### src/rtl/spi_peripheral_responder_pkg.sv
// Shared state type and default sizing for the SPI peripheral responder.
// Imported by the interface, the synchroniser and the top.
package spi_pkg;

    localparam int unsigned SPI_WIDTH       = 8;
    localparam int unsigned SPI_SYNC_STAGES = 2;

    typedef enum logic [1:0] {
        IDLE,
        LOAD,
        SHIFT,
        DONE
    } spi_rsp_state_t;

endpackage

### src/rtl/spi_peripheral_responder_if.sv
// Pin and CPU-side bundle of the SPI responder; slave = responder, master = controller/CPU side.
// overrun exists only when SPI_RESPONDER_OVERRUN_EN is defined.
interface spi_peripheral_responder_if
    import spi_pkg::*;
#(
    parameter int unsigned WIDTH = SPI_WIDTH
);
    logic             sclk;
    logic             cs_n;
    logic             mosi;
    logic             miso;
    logic             miso_oe;
    logic [WIDTH-1:0] data_miso;
    logic             dv_miso;
    logic [WIDTH-1:0] data_mosi;
    logic             dv_mosi;
    logic             rx_full;
    logic             control_rd;
`ifdef SPI_RESPONDER_OVERRUN_EN
    logic             overrun;
`endif

    modport slave (
        input  sclk, cs_n, mosi, data_miso, dv_miso, control_rd,
        output miso, miso_oe, data_mosi, dv_mosi, rx_full
`ifdef SPI_RESPONDER_OVERRUN_EN
        , output overrun
`endif
    );

    modport master (
        output sclk, cs_n, mosi, data_miso, dv_miso, control_rd,
        input  miso, miso_oe, data_mosi, dv_mosi, rx_full
`ifdef SPI_RESPONDER_OVERRUN_EN
        , input overrun
`endif
    );

endinterface

### src/rtl/spi_sync_edge.sv
// Multi-flop synchroniser for an asynchronous pin, with rise/fall pulses taken from the
// synchronised output and one further delayed copy.
module spi_sync_edge
    import spi_pkg::*;
#(
    parameter int unsigned SYNC_STAGES = SPI_SYNC_STAGES,
    parameter bit          RESET_VAL   = 1'b0
) (
    input  logic clk,
    input  logic rst_n,
    input  logic din,
    output logic rise,
    output logic fall
);
    logic [SYNC_STAGES-1:0] sync_q;
    logic                   prev_q;

    always_ff @(posedge clk) begin
        if (!rst_n) begin
            sync_q <= {SYNC_STAGES{RESET_VAL}};
            prev_q <= RESET_VAL;
        end else begin
            sync_q <= {sync_q[SYNC_STAGES-2:0], din};
            prev_q <= sync_q[SYNC_STAGES-1];
        end
    end

    assign rise = sync_q[SYNC_STAGES-1] & ~prev_q;
    assign fall = ~sync_q[SYNC_STAGES-1] & prev_q;

endmodule

### src/rtl/spi_peripheral_responder.sv
// SPI mode-0 responder: oversampled pins, full-duplex MSB-first shifting, CPU word handshake.
// Define SPI_RESPONDER_OVERRUN_EN to add the sticky overrun flag.
module spi_peripheral_responder
    import spi_pkg::*;
#(
    parameter int unsigned WIDTH       = SPI_WIDTH,
    parameter int unsigned SYNC_STAGES = SPI_SYNC_STAGES
) (
    input logic                       clk,
    input logic                       rst_n,
    spi_peripheral_responder_if.slave bus
);
    localparam int unsigned CNT_W = $clog2(WIDTH + 1);

    spi_rsp_state_t         state_q, state_d;
    logic [WIDTH-1:0]       tx_q, tx_d;
    logic [WIDTH-1:0]       shadow_q, load_val;
    logic [WIDTH-1:0]       data_mosi_q, data_mosi_d;
    logic [WIDTH-1:0]       rx_word;
    logic [WIDTH-2:0]       rx_q, rx_d;
    logic [CNT_W-1:0]       cnt_q, cnt_d;
    logic                   rx_full_q, rx_full_d;
    logic [SYNC_STAGES-1:0] mosi_q;
    logic                   mosi_s, miso;
    logic                   sclk_rise, sclk_fall, cs_rise, cs_fall;

    spi_sync_edge #(
        .SYNC_STAGES(SYNC_STAGES),
        .RESET_VAL  (1'b0)
    ) u_sclk_sync (
        .clk  (clk),
        .rst_n(rst_n),
        .din  (bus.sclk),
        .rise (sclk_rise),
        .fall (sclk_fall)
    );

    spi_sync_edge #(
        .SYNC_STAGES(SYNC_STAGES),
        .RESET_VAL  (1'b1)
    ) u_cs_sync (
        .clk  (clk),
        .rst_n(rst_n),
        .din  (bus.cs_n),
        .rise (cs_rise),
        .fall (cs_fall)
    );

    assign mosi_s   = mosi_q[SYNC_STAGES-1];
    // A strobe in the LOAD/DONE cycle bypasses the shadow; otherwise the last byte repeats.
    assign load_val = bus.dv_miso ? bus.data_miso : shadow_q;
    assign rx_word  = {rx_q, mosi_s};

    always_comb begin
        state_d     = state_q;
        tx_d        = tx_q;
        rx_d        = rx_q;
        cnt_d       = cnt_q;
        data_mosi_d = data_mosi_q;
        unique case (state_q)
            IDLE: begin
                if (cs_fall) state_d = LOAD;
            end
            LOAD, DONE: begin
                tx_d    = load_val;
                cnt_d   = '0;
                state_d = SHIFT;
            end
            SHIFT: begin
                if (sclk_rise) begin
                    rx_d  = rx_word[WIDTH-2:0];
                    cnt_d = cnt_q + CNT_W'(1);
                    if (cnt_q == CNT_W'(WIDTH - 1)) begin
                        data_mosi_d = rx_word;
                        state_d     = DONE;
                    end
                end else if (sclk_fall && cnt_q != '0) begin
                    // With cnt at 0 the fall closes the previous word; keep the fresh MSB.
                    tx_d = {tx_q[WIDTH-2:0], 1'b0};
                end
            end
            default: state_d = IDLE;
        endcase
        if (cs_rise && state_q != IDLE) begin
            state_d     = IDLE;
            data_mosi_d = data_mosi_q;
        end
    end

    always_comb begin
        rx_full_d = rx_full_q;
        if (bus.control_rd) rx_full_d = 1'b0;
        if (state_q == DONE) rx_full_d = 1'b1;
    end

    always_comb begin
        miso = 1'b0;
        case (state_q)
            LOAD, DONE: miso = load_val[WIDTH-1];
            SHIFT:      miso = tx_q[WIDTH-1];
            default:    miso = 1'b0;
        endcase
    end

    always_ff @(posedge clk) begin
        if (!rst_n) begin
            state_q     <= IDLE;
            tx_q        <= '0;
            rx_q        <= '0;
            cnt_q       <= '0;
            shadow_q    <= '0;
            data_mosi_q <= '0;
            rx_full_q   <= 1'b0;
            mosi_q      <= '0;
        end else begin
            state_q     <= state_d;
            tx_q        <= tx_d;
            rx_q        <= rx_d;
            cnt_q       <= cnt_d;
            shadow_q    <= load_val;
            data_mosi_q <= data_mosi_d;
            rx_full_q   <= rx_full_d;
            mosi_q      <= {mosi_q[SYNC_STAGES-2:0], bus.mosi};
        end
    end

    assign bus.miso      = miso;
    assign bus.miso_oe   = (state_q != IDLE);
    assign bus.data_mosi = data_mosi_q;
    assign bus.dv_mosi   = (state_q == DONE);
    assign bus.rx_full   = rx_full_q | (state_q == DONE);

`ifdef SPI_RESPONDER_OVERRUN_EN
    logic overrun_q, overrun_d;

    always_comb begin
        overrun_d = overrun_q;
        if (bus.control_rd) overrun_d = 1'b0;
        if (state_q == DONE && rx_full_q && !bus.control_rd) overrun_d = 1'b1;
    end

    always_ff @(posedge clk) begin
        if (!rst_n) overrun_q <= 1'b0;
        else        overrun_q <= overrun_d;
    end

    assign bus.overrun = overrun_q;
`endif

endmodule

### src/flat_wrapper.sv
// flat-port wrapper written by rule: the top's interface ports become plain ports
module spi_peripheral_responder_flat import spi_pkg::*;
#(
    parameter int unsigned WIDTH       = SPI_WIDTH,
    parameter int unsigned SYNC_STAGES = SPI_SYNC_STAGES
)
  (clk, rst_n, bus_sclk, bus_cs_n, bus_mosi, bus_data_miso, bus_dv_miso, bus_control_rd, bus_miso, bus_miso_oe, bus_data_mosi, bus_dv_mosi, bus_rx_full);
  spi_peripheral_responder_if #(.WIDTH(WIDTH)) bus_i ();
  input logic clk;
  input logic rst_n;
  input wire logic [$bits(bus_i.sclk)-1:0] bus_sclk;
  input wire logic [$bits(bus_i.cs_n)-1:0] bus_cs_n;
  input wire logic [$bits(bus_i.mosi)-1:0] bus_mosi;
  input wire logic [$bits(bus_i.data_miso)-1:0] bus_data_miso;
  input wire logic [$bits(bus_i.dv_miso)-1:0] bus_dv_miso;
  input wire logic [$bits(bus_i.control_rd)-1:0] bus_control_rd;
  output wire logic [$bits(bus_i.miso)-1:0] bus_miso;
  output wire logic [$bits(bus_i.miso_oe)-1:0] bus_miso_oe;
  output wire logic [$bits(bus_i.data_mosi)-1:0] bus_data_mosi;
  output wire logic [$bits(bus_i.dv_mosi)-1:0] bus_dv_mosi;
  output wire logic [$bits(bus_i.rx_full)-1:0] bus_rx_full;
  assign bus_i.sclk = bus_sclk;
  assign bus_i.cs_n = bus_cs_n;
  assign bus_i.mosi = bus_mosi;
  assign bus_i.data_miso = bus_data_miso;
  assign bus_i.dv_miso = bus_dv_miso;
  assign bus_i.control_rd = bus_control_rd;
  assign bus_miso = bus_i.miso;
  assign bus_miso_oe = bus_i.miso_oe;
  assign bus_data_mosi = bus_i.data_mosi;
  assign bus_dv_mosi = bus_i.dv_mosi;
  assign bus_rx_full = bus_i.rx_full;
  spi_peripheral_responder #(.WIDTH(WIDTH), .SYNC_STAGES(SYNC_STAGES)) u_core (.clk(clk), .rst_n(rst_n), .bus(bus_i));
endmodule
### config.mk
export PLATFORM = sky130hd
export DESIGN_NAME = spi_peripheral_responder_flat
export DESIGN_NICKNAME = d
export VERILOG_FILES = /design/src/rtl/spi_peripheral_responder_pkg.sv /design/src/rtl/spi_peripheral_responder_if.sv /design/src/rtl/spi_sync_edge.sv /design/src/rtl/spi_peripheral_responder.sv /design/src/flat_wrapper.sv
export SDC_FILE = /design/constraint.sdc
export NUM_CORES = 1
export LEC_CHECK = 0
export ABC_AREA = 1
export CAP_MARGIN = 30
export CELL_PAD_IN_SITES_DETAIL_PLACEMENT = 0
export CELL_PAD_IN_SITES_GLOBAL_PLACEMENT = 2
export CORE_MARGIN = 8
export CORE_UTILIZATION = 30
export DETAILED_ROUTE_END_ITERATION = 10
export GPL_TIMING_DRIVEN = 0
export MAX_ROUTING_LAYER = met4
export PLACE_DENSITY = 0.87
export SLEW_MARGIN = 20
export SYNTH_ARGS = -nofsm -noshare
export SYNTH_HDL_FRONTEND = slang
export SYNTH_SLANG_ARGS = --single-unit
### constraint.sdc
create_clock -name clk -period 1.4 [get_ports clk]
set_input_delay 0.28 -clock clk [delete_from_list [all_inputs] [get_ports clk]]
set_output_delay 0.28 -clock clk [all_outputs]
set_load 0.02 [all_outputs]
### After elaboration in Yosys (flattened, before gate mapping)

Index checks and enable logic that the tools add are counted.

* bits in writable memories: 0
* input port bits: 15
* bits in registers: 46
* bits in latches: 0
* memories kept: 0
* logic and storage cells: 60
* bits in read-only memories: 0
* output and inout port bits: 12

* reduce and logical (&&, ||, !) cells: 14
* bitwise logic cells: 11
* multiply operators: 0
* shift operators: 0
* div/mod/pow operators: 0
* order comparisons: 0
* equality and inequality tests: 9
* mux-type cells: 13
* $add $sub $neg: 1

Operator list (count)
* 8-bit 2-to-1 mux: 3
* 8-bit one-hot mux with 2 select lines: 1
* 2-bit by 1-bit inequality test with 1-bit output, second input constant: 4
* 4-bit one-hot mux with 2 select lines: 1
* 2-bit 2-to-1 mux: 3
* 1-bit NOT: 6
* 2-bit one-hot mux with 3 select lines: 1
* 3-bit AND reduction: 2
* 2-bit nonzero test: 3
* 4-bit by 1-bit adder with 4-bit output, second input constant: 1
* 1-bit bitwise AND: 4
* 2-bit equality test, second input constant: 2
* 4-bit by 3-bit equality test with 1-bit output, second input constant: 1
* 4-bit 2-to-1 mux: 1
* 2-bit AND reduction: 2
* 4-bit AND reduction: 1
* 4-bit nonzero test: 1
* 2-bit OR reduction: 2
* 2-bit by 1-bit equality test with 1-bit output, second input constant: 1
* 1-bit logical AND: 2
* 2-bit logical NOT: 1
* 1-bit 2-to-1 mux: 2
* 2-bit inequality test, second input constant: 1
* 1-bit one-hot mux with 2 select lines: 1
* 1-bit OR: 1

### Logic depth before layout (Yosys ltp)

* depth in word-level cells: 6
* gate-level depth with buffers: 7
* mapped depth without buffers: 7

### Hierarchy

A second synthesis with hierarchy kept.

* cells, all modules: 267
* area, all modules: 1881.8 um2

By module, submodules not included
* spi_peripheral_responder: seq. area each 800.8 um2, area an instance 1687.9 um2, instances 1, cells each 242
* spi_sync_edge (u_core.u_sclk_sync): seq. area each 60.1 um2, area an instance 100.1 um2, instances 1, cells each 13
* spi_sync_edge (u_core.u_cs_sync): seq. area each 60.1 um2, area an instance 93.8 um2, instances 1, cells each 12

### Worst setup path after synthesis

OpenSTA, ideal clock, no wires.

* kind: input-to-output
* from: input port bus_dv_miso
* to: output port bus_miso
* stages on the path: 4
* arrival: 1.047 ns
* path slack: 0.073 ns
* required time: 1.120 ns
* path buffers: 1
* cells stage by stage: buf_2 -> o21ai_0 -> inv_1 -> o22ai_1

* cells in the longest elaborated chain, start to end: 2

RTL lines
* from (decl): RTL line flat_wrapper.sv:15 `input wire logic [$bits(bus_i.dv_miso)-1:0] bus_dv_miso;`
* 8-bit 2-to-1 mux: RTL line spi_peripheral_responder.sv:51 `assign load_val = bus.dv_miso ? bus.data_miso : shadow_q;`
* 1-bit one-hot mux with 2 select lines: RTL line spi_peripheral_responder.sv:98 `case (state_q)`
* to (decl): RTL line flat_wrapper.sv:17 `output wire logic [$bits(bus_i.miso)-1:0] bus_miso;`

Every way passes these cells.

### Worst setup path after layout

* from: register u_core.state_q[1]
* to: output port bus_rx_full

* cells in the longest elaborated chain, start to end: 2

RTL lines
* from (decl): RTL line spi_peripheral_responder.sv:15 `spi_rsp_state_t state_q, state_d;`
* from (signal assigned): RTL line spi_peripheral_responder.sv:116 `state_q <= state_d;`
* 2-bit equality test: RTL line spi_peripheral_responder.sv:131 `assign bus.rx_full = rx_full_q | (state_q == DONE);`
* 1-bit OR: RTL line spi_peripheral_responder.sv:131
* to (decl): RTL line flat_wrapper.sv:21 `output wire logic [$bits(bus_i.rx_full)-1:0] bus_rx_full;`

Every way passes these cells.

==> results.yml <==
critical_path:
  path_max_fanout: 4
  path_delay_family: "flip-flops"
  crit_slowest_cell: "dfxtp_4"
  crit_type: "reg2out"
  cp.arrival_ns: 1.14
  cp-start-kind: "flop"
  required_ns: 1.12
  path_buf_inv: 2
  endpoint_kind: "output pin"
  crit_chain: "nand2_2 > inv_2 > or2_4 > buf_6"
  critPathMaxStageDelay_ns: 0.38
worst_hold_path:
  min_path_type: "reg2reg"
cells_and_area:
  synthToLayoutAreaGrowth_pct: 29.3
  antenna_cells: 0
  fin_nets: 337
  nFillCells: 675
  final_common_cell: "nand2_1"
  final_cell_mix: "nand2_1 (66), inv_1 (45), dfxtp_1 (41)"
  drive_above_1_share_pct: 14.3
grt:
  grt_max_degree: 14
  antenna_found_initial: 0
  grt_pass1_wl_um: 7540
  grt-ovfl-total: 0
  grtUsageTotal_pct: 9.67
  grt_pass1_vias: 1594
sta:
  finalSetupViolCount: 2
  fin_worst_skew_ns: 0.00590
  slew_violations: 0
  tightest_slew_ns: 0.493
  final-hold-violation-count: 0
  maxSlewHeadroom_pct: 67.2
  min_period_ns: 1.42
  hold_ws_ns: 0.418
  fmax_ghz: 0.706
  min_period_over_period_pct: 101
  fin_ws_ns: -0.0162
  rsz0062_at_grt: "yes"
  tns_ns: -0.0313
yosys:
  synth_ff_type: "dfxtp_1"
  syn-num-nets: 298
  synth_edf_count: 0
  ys_seq_area_share_pct: 46.7
  synthDistinctLibCells: 24
  yosysWarnings: 0
  ys_ff_latch: 46
  async_flop_share_pct: 0
  synthesis.area_um2: 1970
  avgSynthCellArea_um2: 7.02
  synthCells: 281
die:
  chipHeight_um: 97.1
  start_util_pct: 31.1
  coreArea_um2: 6350
  die-area_um2: 9420
  die-width_um: 97.1
  ioPinCount: 27
  rows: 29
run_status:
  failed_checks: "setup timing"
  outcome: "complete, but fails checks"
drt:
  via_per_inst: 4.28
  drt_first_pass_iters: 4
  wl_um: 4330
  num_vias: 1703
  antenna_left: 0
  drcViolationCount: 0
  drt_iter0_markers: 50
  wl_per_cell_um: 10.9
clock_network:
  clock-sinks: 46
  clk_pin_slew_worst_paths_ns: 0.09
  root_buffer: "clkbuf_8"
  cts_max_level: 2
  clk_path_buf_depth: 2
  tritoncts: "done"
  worstSkewPairLatency_ns: 0.29
  ctsHoldBuffers: 0
  cts_buffers: 5
placement:
  io_buffers: 26
  gp_congestion: 0.726
  dp_hpwl_um: 3110
  place_ws_ns: -1.02
pwr:
  power.density_nw_per_um2: 1030
  vdd_drop_max_mv: 0.498
  p_leak_nw: 1.19
job:
  maxCapViolations: 0
==> per-layer routing <==
layer | up-vias | global-route usage (%) | part of all wire [%]
li1 | 938 | - | -
met5 | - | - | 0
met2 | 22 | 15.3 | 46
met3 | 6 | 2.77 | 4.2
met4 | 0 | 3.20 | 1.1
met1 | 737 | 11.5 | 49
==> per-stage QoR <==
| stage | util (%) | total power [mW] | std cells | cell area, µm² |
|---|---|---|---|---|
| floorplan | - | 1.56 | 281 | 1970 |
| global placement | 36.7 | 1.66 | 384 | 2330 |
| detailed placement | 36.7 | 1.66 | 384 | 2330 |
| CTS | 39.1 | 2.65 | 395 | 2480 |
| global route | 40.1 | 2.76 | 398 | 2550 |
| finish | 40.1 | 2.62 | 398 | 2550 |
==> worst register-to-register path: cells and delay by family, from the launching register on <==
family | cells | cell delay (ns)
simple gates | 4 | 0.27
buf+inv | 2 | 0.27
compound gates | 1 | 0.25
flops | 1 | 0.38
==> area by class of cell <==
type / instances / area [µm²] / share of cell area [%]
plain buffers: 9 / 76.3 / 2.99
clock buffers: 7 / 76.3 / 2.99
clock inverters: 1 / 30.0 / 1.18
inverters: 49 / 189 / 7.41
multi-input cells: 177 / 851 / 33.4
flip-flops and latches: 46 / 932 / 36.6
well taps: 77 / 96.3 / 3.78
repair buffers: 32 / 298 / 11.7
==> synthesized netlist by cell type (2+ instances only) <==
| master | count | area share (%) |
|---|---|---|
| or2_2 | 4 | 1.3 |
| o21ai_0 | 15 | 3.8 |
| ha_1 | 2 | 1.3 |
| a21oi_1 | 21 | 5.3 |
| buf_6 | 2 | 1.1 |
| nand2_4 | 2 | 1.1 |
| clkbuf_1 | 4 | 0.76 |
| inv_1 | 47 | 8.9 |
| nand3_1 | 17 | 4.3 |
| o21ai_1 | 4 | 1.0 |
| inv_2 | 2 | 0.38 |
| nand2_1 | 67 | 13 |
| dfxtp_1 | 46 | 47 |
| nor2_1 | 38 | 7.2 |
==> sequential cells by signal, summed over array words and instances (netlist names) <==
signal	count
u_core.bus.data_mosi	8
u_core.shadow_q	8
u_core.tx_q	8
u_core.rx_q	7
u_core.cnt_q	4
u_core.mosi_q	2
u_core.state_q	2
u_core.u_cs_sync.sync_q	2
u_core.u_sclk_sync.sync_q	2
u_core.rx_full_q	1
u_core.u_cs_sync.prev_q	1
u_core.u_sclk_sync.prev_q	1
==> where the power goes <==
group / internal, mW / switching (mW) / total (mW)
Combinational: 0.128 / 0.158 / 0.285
Sequential: 1.35 / 0.0220 / 1.37
Clock: 0.535 / 0.432 / 0.966
Total: 2.01 / 0.612 / 2.62
==> what timing repair did <==
| action | in CTS | in global routing |
|---|---|---|
| setup endpoints to repair | 28 | 12 |
| pin swaps | 2 | 3 |
| gates resized for setup | 44 | 17 |
| setup buffers | 3 | 3 |
==> path summary, 6_finish.rpt <==
path,from,slack (ns),end,depth (start not counted)
worst max-delay path,u_core.state_q[1],-0.02,bus_rx_full,4
worst min-delay path,u_core.mosi_q[0],0.42,u_core.mosi_q[1],2
worst max register to register,u_core.state_q[0],0.14,u_core.bus.data_mosi[6],7
worst min register to register,u_core.mosi_q[0],0.42,u_core.mosi_q[1],2
==> logic make-up (layout without fill, tap and decap cells) <==
| kind of cell | after synthesis | count (layout) | synth area share (%) |
|---|---|---|---|
| DFF | 46 | 46 | 46.7 |
| AOI/OAI and AO/OA | 44 | 44 | 12.0 |
| buffers and inverters | 58 | 98 | 12.1 |
| adders and majority gates | 2 | 2 | 1.27 |
| and+or+nand+nor | 131 | 131 | 28.0 |
Note: power is estimated with default switching activity, not from simulation.
==> RTL edit: new RTL, same settings <==
The parameter `RESET_VAL` goes from 1'b1 to 1'b0.
--- a/src/rtl/spi_peripheral_responder.sv
+++ b/src/rtl/spi_peripheral_responder.sv
@@ -37,7 +37,7 @@
 
     spi_sync_edge #(
         .SYNC_STAGES(SYNC_STAGES),
-        .RESET_VAL  (1'b1)
+        .RESET_VAL  (1'b0)
     ) u_cs_sync (
         .clk  (clk),
         .rst_n(rst_n),
Check against the original RTL: not equivalent (a bounded check fails within 4 cycles, from zero or initial values and one cycle with rst_n low).
==> RTL edit against the original RTL <==
The flow still finishes with violations (negative setup slack). Final cell count rose by 1.3%. Synthesized area up 0.82%. Sequential share of layout area shrank 0.090 points. Total power shrank 6.7%. Cell area rose by 0.25%. Wire length about the same. Global-route usage increased by 0.46 points. Sequential cell count unchanged. Worst setup slack got worse by 0.022 ns. Critical endpoint is now bus_miso.
==> RTL edit: results (changes against the original RTL) <==
| Metric | Value |
|---|---|
| Initial antenna violation count | 0 (unchanged) |
| Fillers | 688 (+1.9%) |
| Failing checks | negative setup slack |
| Synth Warn # | 0 (unchanged) |
| Lkg Pwr | 1.22 nW (+2.3%) |
| Clk_lat worst skew | 0.31 ns (+0.02 ns) |
| Peak VDD IR | 0.549 mV (+10%) |
| First-pass GRT wire length | 7860 um (+4.2%) |
| Met1 GRT Util | 12.0% (+0.45 points) |
| Worst-margin pin slew | 0.438 ns (-0.0550 ns) |
| CP max stage cell | dfxtp_4 |
| Reg2reg start | u_core.cnt_q[1] |
| Num CTS Buffers | 5 (unchanged) |
| Share of post-route cells with drive strength above 1 | 15.6% (+1.3 points) |
| Vias in the first global route | 1697 (+6.5%) |
| Hold Buf Count CTS | 0 (unchanged) |
| Cell variety after synth | 24 (unchanged) |
| Setup Skew | 0.0105 ns (+0.00463 ns) |
| Place WS | -1.08 ns (-0.0525 ns) |
| GR Util met2 | 15.8% (+0.57 points) |
| Clock transition at path regs | 0.09 ns (about the same) |
| Crit-path max cell delay | 0.38 ns (about the same) |
| Synth cell count leaders | nand2_1, inv_1, dfxtp_1 |
| Seq/Total Area, Yosys | 46.3% (-0.38 points) |
| Post-route setup slack | -0.0385 ns (-0.0223 ns) |
| Worst min-delay path class | input pin to flip-flop |
| Iter 0 DRT Violations | 64 (+28%) |
| # H-tree levels | 2 (unchanged) |
| CP Launch Point | u_core.state_q[0] |
| WL per Instance | 10.7 um (-1.3%) |
| Min-delay src | bus_data_miso[7] |
| Setup Total Neg Slack | -0.0679 ns (-0.0366 ns) |
| Final setup violation count | 2 (unchanged) |
| M3 GR Usage | 3.41% (+0.64 points) |
| Synth top area cells | dfxtp_1, nand2_1, inv_1 |
| # nets final | 342 (+1.5%) |
| Critical path's top delay family | flip-flops |
| Dpl cell area | 0.00234 sq mm (+0.70%) |
| 1st-pass router iterations | 4 (unchanged) |
| Pins Over Slew Limit | 0 (unchanged) |
| Final GP Congestion | 0.764 (+5.2%) |
| Syn Nets | 301 (+1.0%) |
| Outcome | finished, violations left |
| HPWL Detailed | 3080 um (-1.2%) |
| Via density | 4.27 (-0.25%) |
| Global-route usage over all layers | 10.1% (+0.46 points) |
| Crit Path Max Fanout | 10 (+6) |
| Top FF cell, synth | dfxtp_1 |
RTL edit: cell types whose count changed after synthesis, sizes merged:
cell / change
nand2: +3
inv: +3
or2: -3
RTL edit: metal layers:
metal	vias up	wire [um]
met3	8	230
met5	-	0
met4	0	72
li1	947	-
met2	30	1890
met1	735	2130
RTL edit: path summary, 6_finish.rpt:
check                                to  slack (ns)  cells past startpoint
min                  u_core.shadow_q[7]        0.34                      5
max                            bus_miso       -0.04                      4
max reg2reg           u_core.state_q[0]        0.13                      7
min reg2reg  u_core.u_cs_sync.sync_q[1]        0.41                      2
RTL edit: cells by family after synthesis:
logic type,count (synthesis),share of synthesized area [%]
DFF,46,46.3
and+or+nand+nor,131,27.4
adders and majority gates,2,1.26
AOI/OAI and AO/OA,44,12.5
buffers and inverters,61,12.6
RTL edit: stage by stage:
step	utilization [%]	cells
global placement	36.7	387
detailed placement	36.7	387
CTS	38.9	398
global route	40.0	403
finish	40.0	403
floorplan	-	284
RTL edit: area by class of cell:
type                       instances  area share, %
buffer                             9           3.04
sequential                        46           36.5
timing repair buffer              34           11.9
tap                               77           3.77
clock buffer                       7           3.38
multi-input combinational        177           33.4
clock inverter                     1          0.196
inverter                          52           7.84
RTL edit: what timing repair did:
action,CTS,global route
setup endpoints to repair,21,27
gates resized for setup,44,19
buffers inserted,3,5
pin swaps,2,4
RTL edit: tightest hold or removal path: stages:
cell	delay [ns]
dlymetal6s2s_1	0.08
nand2_1	0.06
o21ai_2	0.08
inv_2	0.05
nor2_1	0.07
RTL edit: power by group:
| group | total [W] | switching (W) | internal (W) |
|---|---|---|---|
| Clock | 0.000849 | 0.000450 | 0.000399 |
| Combinational | 0.000239 | 0.000130 | 0.000109 |
| Sequential | 0.00136 | 0.0000183 | 0.00134 |
| Total | 0.00245 | 0.000598 | 0.00185 |
